### src/rtl/datarate_ctrl_if.sv
// rtl/datarate_ctrl_if.sv - decoder strobes in, rate-switch controls and selected sample pulse out
interface datarate_ctrl_if;
  logic samplePoint;
  logic samplePointFD;
  logic frameStart;
  logic fdfValid;
  logic fdfBit;
  logic brsValid;
  logic brsBit;
  logic crcDelimValid;
  logic frameEnd;
  logic busError;
  logic edl;
  logic brs;
  logic brsStop;
  logic samplePointOUT;
  logic fastPhase;
  logic timeoutErr;

  modport master (
    output samplePoint, samplePointFD, frameStart, fdfValid, fdfBit,
           brsValid, brsBit, crcDelimValid, frameEnd, busError,
    input  edl, brs, brsStop, samplePointOUT, fastPhase, timeoutErr
  );

  modport slave (
    input  samplePoint, samplePointFD, frameStart, fdfValid, fdfBit,
           brsValid, brsBit, crcDelimValid, frameEnd, busError,
    output edl, brs, brsStop, samplePointOUT, fastPhase, timeoutErr
  );
endinterface

### src/rtl/datarate_ctrl.sv
// rtl/datarate_ctrl.sv - CAN FD frame-phase sequencer selecting nominal/data sample pulses
// Define BRS_TIMEOUT_EN to force fall-back to nominal rate after MAX_FAST_BITS fast bits.
module datarate_ctrl #(
  parameter int CNT_W         = 10,
  parameter int MAX_FAST_BITS = 700
) (
  input  logic           clk,
  input  logic           reset,
  datarate_ctrl_if.slave bus
);

  localparam logic [2:0] IDLE     = 3'd0;
  localparam logic [2:0] ARB      = 3'd1;
  localparam logic [2:0] CLASSIC  = 3'd2;
  localparam logic [2:0] FD_CTRL  = 3'd3;
  localparam logic [2:0] FD_SLOW  = 3'd4;
  localparam logic [2:0] FAST     = 3'd5;
  localparam logic [2:0] NOM_TAIL = 3'd6;

  localparam logic [CNT_W-1:0] CNT_MAX = CNT_W'(MAX_FAST_BITS);

  logic [2:0]       state, stateNext;
  logic             edl, edlNext;
  logic             brs, brsNext;
  logic             brsStop, brsStopNext;
  logic [CNT_W-1:0] counter, counterNext;
  logic             fastPhase;
  logic             timeoutErr, timeoutNext;

  // Only the highest-priority event of a cycle is acted on.
  always_comb begin
    stateNext   = state;
    edlNext     = edl;
    brsNext     = brs;
    brsStopNext = brsStop;
    counterNext = counter;
    timeoutNext = 1'b0;

    if (bus.busError) begin
      if (state != IDLE) begin
        stateNext   = IDLE;
        edlNext     = 1'b0;
        brsNext     = 1'b0;
        brsStopNext = 1'b0;
        counterNext = '0;
      end
    end else if (bus.frameEnd || bus.frameStart) begin
      stateNext   = bus.frameEnd ? IDLE : ARB;
      edlNext     = 1'b0;
      brsNext     = 1'b0;
      brsStopNext = 1'b0;
      counterNext = '0;
    end else begin
      case (state)
        ARB: begin
          if (bus.fdfValid) begin
            if (bus.fdfBit) begin
              stateNext = FD_CTRL;
              edlNext   = 1'b1;
            end else begin
              stateNext = CLASSIC;
            end
          end
        end
        FD_CTRL: begin
          if (bus.brsValid) begin
            if (bus.brsBit) begin
              stateNext   = FAST;
              brsNext     = 1'b1;
              counterNext = '0;
            end else begin
              stateNext = FD_SLOW;
            end
          end
        end
        FD_SLOW: begin
          if (bus.crcDelimValid) stateNext = NOM_TAIL;
        end
        FAST: begin
          // A fast sample coinciding with the CRC delimiter is still counted.
          if (bus.samplePointFD && counter != CNT_MAX) counterNext = counter + CNT_W'(1);
          if (bus.crcDelimValid) begin
            stateNext   = NOM_TAIL;
            brsStopNext = 1'b1;
          end
`ifdef BRS_TIMEOUT_EN
          else if (bus.samplePointFD && counter == CNT_MAX) begin
            stateNext   = NOM_TAIL;
            brsStopNext = 1'b1;
            timeoutNext = 1'b1;
          end
`endif
        end
        default: ;
      endcase
    end
  end

  always_ff @(posedge clk) begin
    if (!reset) begin
      state      <= IDLE;
      edl        <= 1'b0;
      brs        <= 1'b0;
      brsStop    <= 1'b0;
      counter    <= '0;
      fastPhase  <= 1'b0;
      timeoutErr <= 1'b0;
    end else begin
      state      <= stateNext;
      edl        <= edlNext;
      brs        <= brsNext;
      brsStop    <= brsStopNext;
      counter    <= counterNext;
      fastPhase  <= edlNext & brsNext & ~brsStopNext;
      timeoutErr <= timeoutNext;
    end
  end

  // Selection follows the registered phase, so the switch cycle keeps the old source.
  assign bus.samplePointOUT = fastPhase ? bus.samplePointFD : bus.samplePoint;
  assign bus.edl            = edl;
  assign bus.brs            = brs;
  assign bus.brsStop        = brsStop;
  assign bus.fastPhase      = fastPhase;
`ifdef BRS_TIMEOUT_EN
  assign bus.timeoutErr     = timeoutErr;
`else
  assign bus.timeoutErr     = 1'b0;
`endif

endmodule

### src/flat_wrapper.sv
// flat-port wrapper written by rule: the top's interface ports become plain ports
module datarate_ctrl_flat 
#(
  parameter int CNT_W         = 10,
  parameter int MAX_FAST_BITS = 700
)
  (clk, reset, bus_samplePoint, bus_samplePointFD, bus_frameStart, bus_fdfValid, bus_fdfBit, bus_brsValid, bus_brsBit, bus_crcDelimValid, bus_frameEnd, bus_busError, bus_edl, bus_brs, bus_brsStop, bus_samplePointOUT, bus_fastPhase, bus_timeoutErr);
  datarate_ctrl_if bus_i ();
  input  logic clk;
  input  logic reset;
  input wire logic [$bits(bus_i.samplePoint)-1:0] bus_samplePoint;
  input wire logic [$bits(bus_i.samplePointFD)-1:0] bus_samplePointFD;
  input wire logic [$bits(bus_i.frameStart)-1:0] bus_frameStart;
  input wire logic [$bits(bus_i.fdfValid)-1:0] bus_fdfValid;
  input wire logic [$bits(bus_i.fdfBit)-1:0] bus_fdfBit;
  input wire logic [$bits(bus_i.brsValid)-1:0] bus_brsValid;
  input wire logic [$bits(bus_i.brsBit)-1:0] bus_brsBit;
  input wire logic [$bits(bus_i.crcDelimValid)-1:0] bus_crcDelimValid;
  input wire logic [$bits(bus_i.frameEnd)-1:0] bus_frameEnd;
  input wire logic [$bits(bus_i.busError)-1:0] bus_busError;
  output wire logic [$bits(bus_i.edl)-1:0] bus_edl;
  output wire logic [$bits(bus_i.brs)-1:0] bus_brs;
  output wire logic [$bits(bus_i.brsStop)-1:0] bus_brsStop;
  output wire logic [$bits(bus_i.samplePointOUT)-1:0] bus_samplePointOUT;
  output wire logic [$bits(bus_i.fastPhase)-1:0] bus_fastPhase;
  output wire logic [$bits(bus_i.timeoutErr)-1:0] bus_timeoutErr;
  assign bus_i.samplePoint = bus_samplePoint;
  assign bus_i.samplePointFD = bus_samplePointFD;
  assign bus_i.frameStart = bus_frameStart;
  assign bus_i.fdfValid = bus_fdfValid;
  assign bus_i.fdfBit = bus_fdfBit;
  assign bus_i.brsValid = bus_brsValid;
  assign bus_i.brsBit = bus_brsBit;
  assign bus_i.crcDelimValid = bus_crcDelimValid;
  assign bus_i.frameEnd = bus_frameEnd;
  assign bus_i.busError = bus_busError;
  assign bus_edl = bus_i.edl;
  assign bus_brs = bus_i.brs;
  assign bus_brsStop = bus_i.brsStop;
  assign bus_samplePointOUT = bus_i.samplePointOUT;
  assign bus_fastPhase = bus_i.fastPhase;
  assign bus_timeoutErr = bus_i.timeoutErr;
  datarate_ctrl #(.CNT_W(CNT_W), .MAX_FAST_BITS(MAX_FAST_BITS)) u_core (.clk(clk), .reset(reset), .bus(bus_i));
endmodule
### config.mk
export PLATFORM = sky130hd
export DESIGN_NAME = datarate_ctrl_flat
export DESIGN_NICKNAME = d
export VERILOG_FILES = /design/src/rtl/datarate_ctrl_if.sv /design/src/rtl/datarate_ctrl.sv /design/src/flat_wrapper.sv
export SDC_FILE = /design/constraint.sdc
export NUM_CORES = 1
export LEC_CHECK = 0
export ABC_AREA = 0
export BUFFER_PORTS_ARGS = -buffer_cell sky130_fd_sc_hd__clkbuf_2
export CORE_MARGIN = 2
export CORE_UTILIZATION = 35
export CTS_CLUSTER_SIZE = 12
export DETAILED_ROUTE_END_ITERATION = 10
export SLEW_MARGIN = 0
export SYNTH_ARGS = -nofsm -noshare
export SYNTH_HDL_FRONTEND = slang
export SYNTH_SLANG_ARGS = --single-unit
### constraint.sdc
create_clock -name clk -period 2.48 [get_ports clk]
set_clock_uncertainty 0.1 [all_clocks]
set_input_delay 0.124 -clock clk [delete_from_list [all_inputs] [get_ports clk]]
set_output_delay 0.124 -clock clk [all_outputs]
set_load 0.1 [all_outputs]
==> key figures <==
Synth
  • Seq/Total Area, Yosys: 30.2%
  • Synthesized area: roughly 460 sq um
  • Yosys warning total: 0
  • Syn Nets: 66
  • Netlist cell types: 36
  • Area contributors post-synth: dfxtp_1 (30%), nand2_1 (4.0%), o21ai_0 (3.2%)
  • Top-area cell type share of the netlist area: 30.2%
  • Area leader, netlist: dfxtp_1
  • Avg Inst Size Synth: 8.60 sq um
  • Synthesized flop and latch total: 7
  • Gate Count Post-Synth: 54

Floorplanning
  • DIE AREA: 0.00163 sq mm
  • Site row count: 13
  • Ports: 18
  • Die Height: 40.4 microns
  • Horiz. Die Dim: 40.4 microns
  • Initial Utilization: between 30% and 40%
  • Area of the core: 0.00127 sq mm

Routing
  • Vias per cell: around 5.4
  • DRT antenna net count: 0
  • Post-Route WL: between 1 and 1.5 mm
  • DR iter-0 viols: 7
  • DRC viols: 0
  • Pre-antenna DRT Iters: 3
  • Via count: 467
  • Routed len/inst: 11.7 microns

Min path
  • Hold Crit Class: input port to register
  • Hold depth: 2

Clock tree
  • Clock sink total: 7
  • CTS H-tree depth: 1
  • Max clock buf depth: 2
  • Worst-Skew Late Latency: roughly 0.24 ns
  • Post-CTS setup buffer count: 0
  • TritonCTS Buffers: 3
  • Root buf cell: clkbuf_4
  • Reg clk slew, reported paths: 0.05 ns
  • CTS tree: done
  • Hold Buf Count CTS: 0
  • Post-CTS Resized: 0

Timing
  • Max-slew violations: 0
  • RSZ-0062 raised after global routing: no
  • Fin crit share: about 70%
  • Relative slew slack: between 60 and 70%
  • Post-route minimum period: 1.70 ns
  • Worst slew pin tran: 0.539 ns
  • Fmax: a little under 0.6 GHz
  • Final hold vios: 0
  • Final setup fails: 0
  • TNS Setup: 0 ns
  • Worst hold slack: 0.0784 ns

Power
  • Lkg Pwr: 0.215 nW
  • Peak supply drop: approximately 0.32 mV
  • Power per cell area: 452 mW/mm^2
  • Internal power: between 150 and 200 uW
  • Gate power share: between 10% and 20%
  • Clk pwr share: 37.9%
  • Flop pwr share: 44.7%
  • Sw Ratio: between 20% and 30%
  • Sw Pwr: 67.7 uW

Place
  • Hpwl dp: 834 microns
  • GPL Wtd Cong: 0.805
  • Port Buffer Count: 16

Global routing
  • Vias in the first global route: roughly 410
  • All-Layer GR Usage: ~15%
  • Antenna violations before repair: 0
  • Total grt overflow: 0
  • Global-route wire length before repair: 1.63 mm
  • Largest net degree at the start of global routing: 13

Worst setup path
  • Crit. End Element: register
  • Startpoint types: register
  • Class of the most critical setup path: register to register
  • CP arrival: around 1.7 ns
  • Register-to-register setup slack: slightly below 0.8 ns
  • R2R depth: 4
  • Worst Path Required: 2.52 ns
  • Worst Path Max Fanout: 10

Status
  • Status: finished clean

Cells and area
  • Commonest non-fill, non-tap cell in the layout: clkbuf_2
  • Ant diodes: 0
  • # fillers: 133
  • Fin nets: 84
  • Most frequent cells in the layout: clkbuf_2 (16), dfxtp_1 (7), nand2_1 (5)
  • Area grow syn2layout: 23.2%
  • Share of layout cells above drive strength 1: 39.4%

Run
  • Maxcap violations: 0
kinds of logic after synthesis:
group,share of synthesized area [%]
AOI/OAI and AO/OA,25.1
buffers and inverters,7.01
DFF,30.2
muxes,4.58
other,0.808
and+or+nand+nor,32.3
synth_stat cells:
master / instances
nand4_1: 1
nand2_1: 5
nand3_1: 1
a311o_2: 1
nor4bb_1: 1
mux2i_1: 1
and3_1: 1
nand2b_1: 1
mux2_2: 1
nor3_2: 1
nor4_2: 1
o41ai_1: 1
dfxtp_1: 7
inv_1: 4
o21a_1: 1
or3_1: 1
buf_2: 2
a21oi_1: 2
or3_4: 1
a2111oi_2: 1
nand3b_1: 1
nor2_1: 2
nor3b_1: 1
o21ai_0: 3
nor3_1: 1
a21boi_0: 1
or2_4: 1
a31oi_1: 1
buf_4: 1
o21ai_2: 1
o211ai_1: 1
a32o_1: 1
nor4b_2: 1
and2_1: 1
conb_1: 1
o32ai_1: 1
per-layer routing:
layer	global-route usage, %	up-vias	part of all wire (%)
met5	0	-	0
met4	5.00	0	1.7
met3	8.33	2	4.0
met2	24.2	10	47
met1	17.8	217	47
li1	-	238	-
sequential cells by signal, summed over array words and instances (netlist names):
| register | flops |
|---|---|
| u_core.bus.brs | 1 |
| u_core.bus.brsStop | 1 |
| u_core.bus.edl | 1 |
| u_core.bus.fastPhase | 1 |
| u_core.state | 3 |
critical path: stages (launching register included):
cell and delay [ns]:
dfxtp_1 0.52, nor4bb_1 0.44, or3_1 0.21, o21ai_2 0.08
o32ai_1 0.24
cell type report:
cell class | instances | area [sq um] | area share, %
timing repair buffer | 16 | 80.1 | 14.0
sequential | 7 | 140 | 24.5
multi-input combinational | 40 | 292 | 51.0
tap | 15 | 18.8 | 3.28
inverter | 4 | 15.0 | 2.63
clock buffer | 4 | 26.3 | 4.60
stage by stage:
step / std cells / power, mW / cell area, sq um / util (%) / setup slack [ns]
3_3_place_gp: 82 / 0.162 / 546 / 43.0 / 0.842
6_report: 86 / 0.258 / 572 / 45.1 / 0.781
2_1_floorplan: 54 / 0.148 / 464 / - / 0.664
4_1_cts: 86 / 0.263 / 572 / 45.1 / 0.812
5_1_grt: 86 / 0.274 / 572 / 45.1 / 0.705
3_5_place_dp: 82 / 0.162 / 546 / 43.0 / 0.824
power groups by stage:
| stage | Combinational [mW] | Sequential [mW] | Clock, mW |
|---|---|---|---|
| floorplan | 0.0307 | 0.117 | 0 |
| global placement | 0.0450 | 0.117 | 0 |
| detailed placement | 0.0450 | 0.117 | 0 |
| CTS | 0.0451 | 0.115 | 0.103 |
| global route | 0.0492 | 0.115 | 0.109 |
| finish | 0.0451 | 0.115 | 0.0978 |
worst paths after layout:
| path | from | to |
|---|---|---|
| worst min-delay path | reset | u_core.bus.brsStop |
| worst max register to register | u_core.state[1] | u_core.state[2] |
| worst max-delay path | u_core.state[1] | u_core.state[2] |
| worst min register to register | u_core.bus.edl | u_core.bus.fastPhase |
Power figures use the tool's default switching activity.
